--- src/rtl/mem_arbiter.sv ---
// mem_arbiter: core/loader arbiter onto the shared data RAM and VGA framebuffer
module mem_arbiter #(
  parameter int MAX_WAIT = 4
) (
  input  logic        i_clk,
  input  logic        i_reset_n,
  input  logic        i_c_req,
  input  logic        i_c_we,
  input  logic [31:0] i_c_addr,
  input  logic [31:0] i_c_wdata,
  output logic        o_c_gnt,
  output logic        o_c_rvalid,
  output logic [31:0] o_c_rdata,
  input  logic        i_l_req,
  input  logic        i_l_we,
  input  logic [31:0] i_l_addr,
  input  logic [31:0] i_l_wdata,
  output logic        o_l_gnt,
  output logic        o_l_rvalid,
  output logic [31:0] o_l_rdata,
  output logic        o_ram_en,
  output logic        o_ram_we,
  output logic [31:0] o_ram_addr,
  output logic [31:0] o_ram_wdata,
  input  logic [31:0] i_ram_rdata,
  output logic        o_vga_we,
  output logic [31:0] o_vga_addr,
  output logic [31:0] o_vga_wdata
);
  typedef enum logic [1:0] {IDLE, ISSUE, RESP} state_t;
  state_t state, nxt_state;
  logic [3:0] wait_cnt, nxt_wait;
  logic go, sel_l, issue, w_we, w_vga, lat_we, lat_l, lat_vga;
  logic [31:0] w_addr, w_wdata;
  always_comb begin
    go = i_c_req || i_l_req;
    sel_l = i_l_req && (!i_c_req || wait_cnt == 4'(MAX_WAIT));
    issue = state == IDLE && go;
    w_we = sel_l ? i_l_we : i_c_we;
    w_addr = sel_l ? i_l_addr : i_c_addr;
    w_wdata = sel_l ? i_l_wdata : i_c_wdata;
    w_vga = w_addr[29:28] == 2'b01;
    nxt_state = state == IDLE ? (go ? ISSUE : IDLE) : (state == ISSUE && !lat_we) ? RESP : IDLE;
    nxt_wait = state != IDLE ? wait_cnt :
               (sel_l || !i_l_req) ? 4'd0 :
               wait_cnt == 4'(MAX_WAIT) ? wait_cnt : wait_cnt + 4'd1;
  end
  always_ff @(posedge i_clk) begin
    if (!i_reset_n) begin
      state <= IDLE;
      wait_cnt <= '0;
      lat_we <= 1'b0;
      lat_l <= 1'b0;
      lat_vga <= 1'b0;
      o_c_gnt <= 1'b0;
      o_l_gnt <= 1'b0;
      o_c_rvalid <= 1'b0;
      o_l_rvalid <= 1'b0;
      o_ram_en <= 1'b0;
      o_ram_we <= 1'b0;
      o_vga_we <= 1'b0;
      o_ram_addr <= '0;
      o_ram_wdata <= '0;
      o_vga_addr <= '0;
      o_vga_wdata <= '0;
    end else begin
      state <= nxt_state;
      wait_cnt <= nxt_wait;
      o_c_gnt <= issue && !sel_l;
      o_l_gnt <= issue && sel_l;
      o_ram_en <= issue && !w_vga;
      o_ram_we <= issue && !w_vga && w_we;
      o_vga_we <= issue && w_vga && w_we;
      o_c_rvalid <= state == ISSUE && !lat_we && !lat_l;
      o_l_rvalid <= state == ISSUE && !lat_we && lat_l;
      if (issue) begin
        lat_we <= w_we;
        lat_l <= sel_l;
        lat_vga <= w_vga;
        o_ram_addr <= w_addr;
        o_ram_wdata <= w_wdata;
        o_vga_addr <= w_addr;
        o_vga_wdata <= w_wdata;
      end
    end
  end
  assign o_c_rdata = (o_c_rvalid && !lat_vga) ? i_ram_rdata : '0;
  assign o_l_rdata = (o_l_rvalid && !lat_vga) ? i_ram_rdata : '0;
endmodule

--- config.mk ---
export PLATFORM = sky130hd
export DESIGN_NAME = mem_arbiter
export DESIGN_NICKNAME = d
export VERILOG_FILES = /design/src/rtl/mem_arbiter.sv
export SDC_FILE = /design/constraint.sdc
export NUM_CORES = 1
export LEC_CHECK = 0
export ABC_CLOCK_PERIOD_IN_PS = 4800
export BUFFER_PORTS_ARGS = -buffer_cell sky130_fd_sc_hd__buf_2
export CORE_AREA = 3 3 141 143
export CTS_CLUSTER_SIZE = 28
export DETAILED_ROUTE_END_ITERATION = 10
export DIE_AREA = 0 0 144 146
export RECOVER_POWER = 50
export SETUP_SLACK_MARGIN = 0.15
export SYNTH_ARGS = -nofsm -noshare
export SYNTH_HDL_FRONTEND = slang
export SYNTH_SLANG_ARGS = --single-unit
--- constraint.sdc ---
create_clock -name i_clk -period 4.8 [get_ports i_clk]
set_input_delay 0.48 -clock i_clk [delete_from_list [all_inputs] [get_ports i_clk]]
set_output_delay 0.48 -clock i_clk [all_outputs]
set_load 0.02 [all_outputs]
==> metrics, run 1 <==
Worst Hold Class in2reg; TritonRoute pass-1 iters 4; Final Skew 0.0113 ns; RR Startpoint wait_cnt[0]; leakage power 3.52 nW; WL/cell 17.7 um; Final min period 2.57 ns; Num CTS Buffers 9; antenna cells 0; final worst slack 2.23 ns; crit-path cells inv_1, ha_1, nand4b_4, buf_12, and3_1, o311a_1; largest stage delay on the critical path 0.71 ns; Fin. Hold Viols 0; commonest non-fill, non-tap cells in the layout 228 x buf_2, 137 x clkbuf_1, 80 x dfxtp_1; Hold WS 0.438 ns; number of global-route vias before repair 4,876; Avg Cell Area, Syn between 8 and 9 um2; unrepaired setup endpoints after global routing no; f_max 390 MHz; post-layout net count between 1,000 and 1,500; DP HPWL ~14 mm; critical setup path kind reg2reg; YS warnings 0; placed insts approximately 1,100; CP Data Required Time 5.02 ns; worst slew pin tran 1.37 ns; total global routing overflow 0; sequential area share after synthesis 0.305; Rows 50; multi-input logic area 2810 um2; I/O pin count ~370; Area Growth Syn to Fin 28.6%; TritonCTS clock tree built; GP Congestion 0.747; reg2reg setup slack 2.23 ns; layout cells sized above 1 0.303; PortBufs 364; crit path to o_vga_addr[30]; post-route cell area 6750 um2; hold_buf cts 0; Mapped Area 5250 um2; CTS-repair resized insts 0; RR Endpoint o_vga_addr[30]; dpl cell area 6630 um2; Clk Latency, worst-skew pair 0.34 ns; Non-Filler Instances 1,086; Worst Path Max Fanout 75; Starting DRT DRC Count 274; startpoint types flop; Total Power 2.13 mW; CTS Buffer Depth 2; Syn Inst Count 596; vias per cell 4.90; Vert. Die Dim 146 um; detailed-route DRC error count 0; antenna violations before repair 0; Setup WS pre-CTS between 2 and 2.5 ns; area of the core 18,700 um2; TNS Setup 0 ns; width of the chip between 100 and 150 um; WL final a little under 20 mm; Sequential Area roughly 1600 um2; Via Count 5,321; post-layout util 0.361; commonest non-fill, non-tap cell in the layout buf_2; Synth cell types 35; htree depth 3; Seq cells post-synth 80; largest net degree at the start of global routing 78; Clock transition at path regs roughly 0.060 ns; slowest stage cell, crit path nand4b_4; CTS Root Cell clkbuf_16; max_slew headroom 0.0868; first-pass GRT wire length ~28 mm; Worst VDD drop about 150 uV; crit end category flop; Worst Setup SP wait_cnt[0]; endpoints failing setup 0; Die Footprint 21,000 um2; final-layout fill cell count 2,052; clk sink count 80; Final ANT Viol Nets 0; Worst Reg-to-Reg Cells 6; max-cap viol count 0; Post-CTS Setup Inserts 0; syn nets 764; WP data arrival 2.79 ns; Total GRT Usage 0.168; Power Density 315 nW/um2; final period utilization 0.535; Starting Density 0.281; run status finished clean; count of pins over their slew limit 0
synth_stat cells, drive strengths merged:
cell	count	area [um2]
a211o	1	8.76
a21boi	64	480
a21o	66	495
a21oi	7	35.0
a31oi	2	12.5
and2	66	413
and3	67	424
and3b	1	8.76
and4b	1	10.0
buf	86	654
clkbuf	46	173
dfxtp	80	1600
ha	2	25.0
inv	7	26.3
nand2	6	25.0
nand2b	2	12.5
nand3	3	15.0
nand3b	1	7.51
nand4	4	25.0
nand4b	3	41.3
nor2	3	11.3
nor2b	4	25.0
nor3	1	5.00
nor4b	1	8.76
o2111ai	2	17.5
o211ai	1	7.51
o21ai	1	5.00
o311a	66	661
or2	2	12.5
metal layers:
| layer | GRT usage | routed length (um) | up-vias |
|---|---|---|---|
| met5 | 0 | 0 | - |
| met4 | 0.0537 | 303 | 0 |
| met3 | 0.0355 | 1380 | 19 |
| met2 | 0.306 | 9970 | 229 |
| met1 | 0.194 | 7600 | 2461 |
| li1 | - | - | 2612 |
area by class of cell:
type / count / share of cell area
Multi-Input combinational cell: 377 / 0.416
Sequential cell: 80 / 0.237
Clock inverter: 5 / 0.00872
Inverter: 7 / 0.00389
Tap cell: 234 / 0.0434
Timing Repair Buffer: 373 / 0.257
Clock buffer: 10 / 0.0339
flip-flops by register name, indices dropped and copies added, names as in the netlist, 2 cells and up:
register / cells
state: 2
o_vga_addr: 32
o_vga_wdata: 32
wait_cnt: 4
worst max-delay path: cells and delay by family, from the launching register on:
kind | cells | cell delay (ns)
buf+inv | 2 | 0.57
fa+ha+maj | 1 | 0.22
compound gates | 1 | 0.32
flops | 1 | 0.34
simple gates | 2 | 0.93
worst min-delay path by stage:
stage	startpoint	to	slack [ns]	cells past startpoint
global placement	lat_l	o_c_rvalid	0.43	1
CTS	i_c_we	o_vga_we	0.41	3
detailed placement	lat_l	o_c_rvalid	0.45	1
floorplan	lat_l	o_c_rvalid	0.40	1
global route	i_c_we	o_vga_we	0.42	3
finish	i_c_we	o_vga_we	0.44	3
report_power, final:
part	total, mW	leakage [nW]	switching [mW]	internal (mW)
Combinational	0.652	2.72	0.403	0.249
Sequential	0.796	0.663	0.0600	0.736
Clock	0.680	0.135	0.280	0.400
Total	2.13	3.52	0.743	1.39
logic make-up (layout without fill, tap and decap cells):
logic type                 count (synthesis)  in the layout  synth area share
and+or+nand+nor                          165            165             0.199
buffers and inverters                    139            395             0.163
DFF                                       80             80             0.305
adders and majority gates                  2              2           0.00477
AOI/OAI and AO/OA                        210            210             0.328
No activity file was read; power rests on OpenSTA's default activity.
==> inputs of run 2 (changes only) <==
--- a/config.mk
+++ b/config.mk
@@ -5,7 +5,7 @@
 export SDC_FILE = /design/constraint.sdc
 export NUM_CORES = 1
 export LEC_CHECK = 0
-export ABC_CLOCK_PERIOD_IN_PS = 4800
+export ABC_CLOCK_PERIOD_IN_PS = 2300
 export BUFFER_PORTS_ARGS = -buffer_cell sky130_fd_sc_hd__buf_2
 export CORE_AREA = 3 3 141 143
 export CTS_CLUSTER_SIZE = 28
==> constraint.sdc (replaced) <==
create_clock -name i_clk -period 2.3 [get_ports i_clk]
set_input_delay 0.23 -clock i_clk [delete_from_list [all_inputs] [get_ports i_clk]]
set_output_delay 0.23 -clock i_clk [all_outputs]
set_load 0.02 [all_outputs]
==> run 2 against run 1 <==
Net effect: die area is the same; first-iteration DRC count shrank 15%; sequential share of layout area shrank 0.60 points; global-route usage grew 0.30 points; critical endpoint is now o_l_rdata[6]; largest cell class unchanged; largest power group is now the clock network.
==> metrics, run 2 (synthesized netlist as in run 1, its figures left out) <==
run status finished clean; Worst Path Max Fanout 32; Hold Startpoint i_l_we; CP Data Required Time 2.07 ns; Fin. Hold Viols 0; post-route cell area 6920 um2; Worst VDD drop 320 uV; Hold WS 0.201 ns; count of pins over their slew limit 0; Rows 50; Die Footprint 21,000 um2; leakage power between 3 and 4 nW; Total GRT Usage 0.171; Vert. Die Dim between 100 and 150 um; TNS Setup 0 ns; width of the chip 144 um; f_max 558 MHz; worst path bufs/invs 2; Worst Hold Class in2reg; dpl cell area a little under 7000 um2; critical setup path kind reg2out; Largest regs o_vga_addr: 32 flops, o_vga_wdata: 32 flops, wait_cnt: 4 flops; TritonRoute pass-1 iters 5; RR Endpoint o_vga_wdata[3]; CTS Buffer Depth 2; clk sink count 80; max-cap viol count 0; commonest non-fill, non-tap cell in the layout buf_2; post-layout net count 1,020; total global routing overflow 0; Final min period 1.79 ns; hold_buf cts 0; PortBufs roughly 360; crit-path cells nor2b_1, buf_4, and2_1, buf_2; post-layout util 0.370; largest stage delay on the critical path about 0.35 ns; Area Growth Syn to Fin 32.0%; antenna cells 0; I/O pin count roughly 370; worst slew pin tran about 0.53 ns; Num CTS Buffers 9; GP Congestion 0.752; Final Skew 0.00826 ns; Post-CTS Setup Inserts 0; DP HPWL 14.1 mm; Clock transition at path regs 0.06 ns; CTS Root Cell clkbuf_16; TritonCTS clock tree built; WL/cell 17.7 um; startpoint types flop; Starting Density 0.281; final period utilization 0.779; endpoints failing setup 0; hold path depth 3; number of global-route vias before repair 5,074; Setup WS pre-CTS 0.519 ns; Worst Reg-to-Reg Cells 6; crit end category output pin; WP data arrival roughly 1.6 ns; layout cells sized above 1 0.308; Final ANT Viol Nets 0; WL final a little under 20 mm; vias per cell around 4.9; Clk Latency, worst-skew pair 0.34 ns; first-pass GRT wire length about 29 mm; slowest stage cell, crit path dfxtp_1; WHS Endpoint o_ram_we; Via Count 5,384; RR Startpoint wait_cnt[0]; unrepaired setup endpoints after global routing no; cell class contributing the biggest share of worst-path delay buffers and inverters; detailed-route DRC error count 0; largest net degree at the start of global routing approximately 140; final worst slack 0.509 ns; htree depth 3; commonest non-fill, non-tap cells in the layout 229 x buf_2, 136 x clkbuf_1, 80 x dfxtp_1; CTS-repair resized insts 0; max_slew headroom 0.645; antenna violations before repair 0; area of the core 18,700 um2; Starting DRT DRC Count between 200 and 250; reg2reg setup slack approximately 0.52 ns; Power Density 699 nW/um2
run 2: tightest hold or removal path: cells and delay by family:
| family | cells | cell delay [ns] |
|---|---|---|
| AOI/OAI and AO/OA | 2 | 0.15 |
| buffers and inverters | 1 | 0.11 |
run 2: worst max-delay path by stage:
| stage | start | to | depth (start not counted) |
|---|---|---|---|
| floorplan | wait_cnt[0] | o_vga_addr[10] | 7 |
| global placement | i_l_req | o_vga_addr[30] | 5 |
| detailed placement | i_l_req | o_vga_wdata[11] | 5 |
| CTS | lat_vga | o_l_rdata[6] | 4 |
| global route | wait_cnt[0] | o_vga_addr[30] | 6 |
| finish | lat_vga | o_l_rdata[6] | 4 |
run 2: through the flow:
step                power [mW]  cells
CTS                       4.98   1091
floorplan                 2.76    596
global placement          3.16   1075
finish                    4.84   1091
global route              5.08   1091
detailed placement        3.16   1075
run 2: cell type report:
cell class	instances	area, um2
well taps	234	293
repair buffers	377	1830
flip-flops and latches	80	1600
multi-input cells	377	2810
inverters	7	26.3
clock inverters	5	128
fillers	2020	11800
clock buffers	11	243
run 2: metal layers:
| metal | GRT usage | wire length [um] | up-vias |
|---|---|---|---|
| li1 | - | - | 2628 |
| met1 | 0.185 | 7310 | 2498 |
| met2 | 0.330 | 10400 | 239 |
| met3 | 0.0384 | 1400 | 19 |
| met4 | 0.0438 | 266 | 0 |
| met5 | 0 | 0 | - |
run 2: where the power goes:
part           switching, mW  total (mW)  internal [mW]
Clock                  0.588        1.79           1.20
Combinational          0.845        1.39          0.543
Sequential             0.127        1.66           1.54
Total                   1.56        4.84           3.28
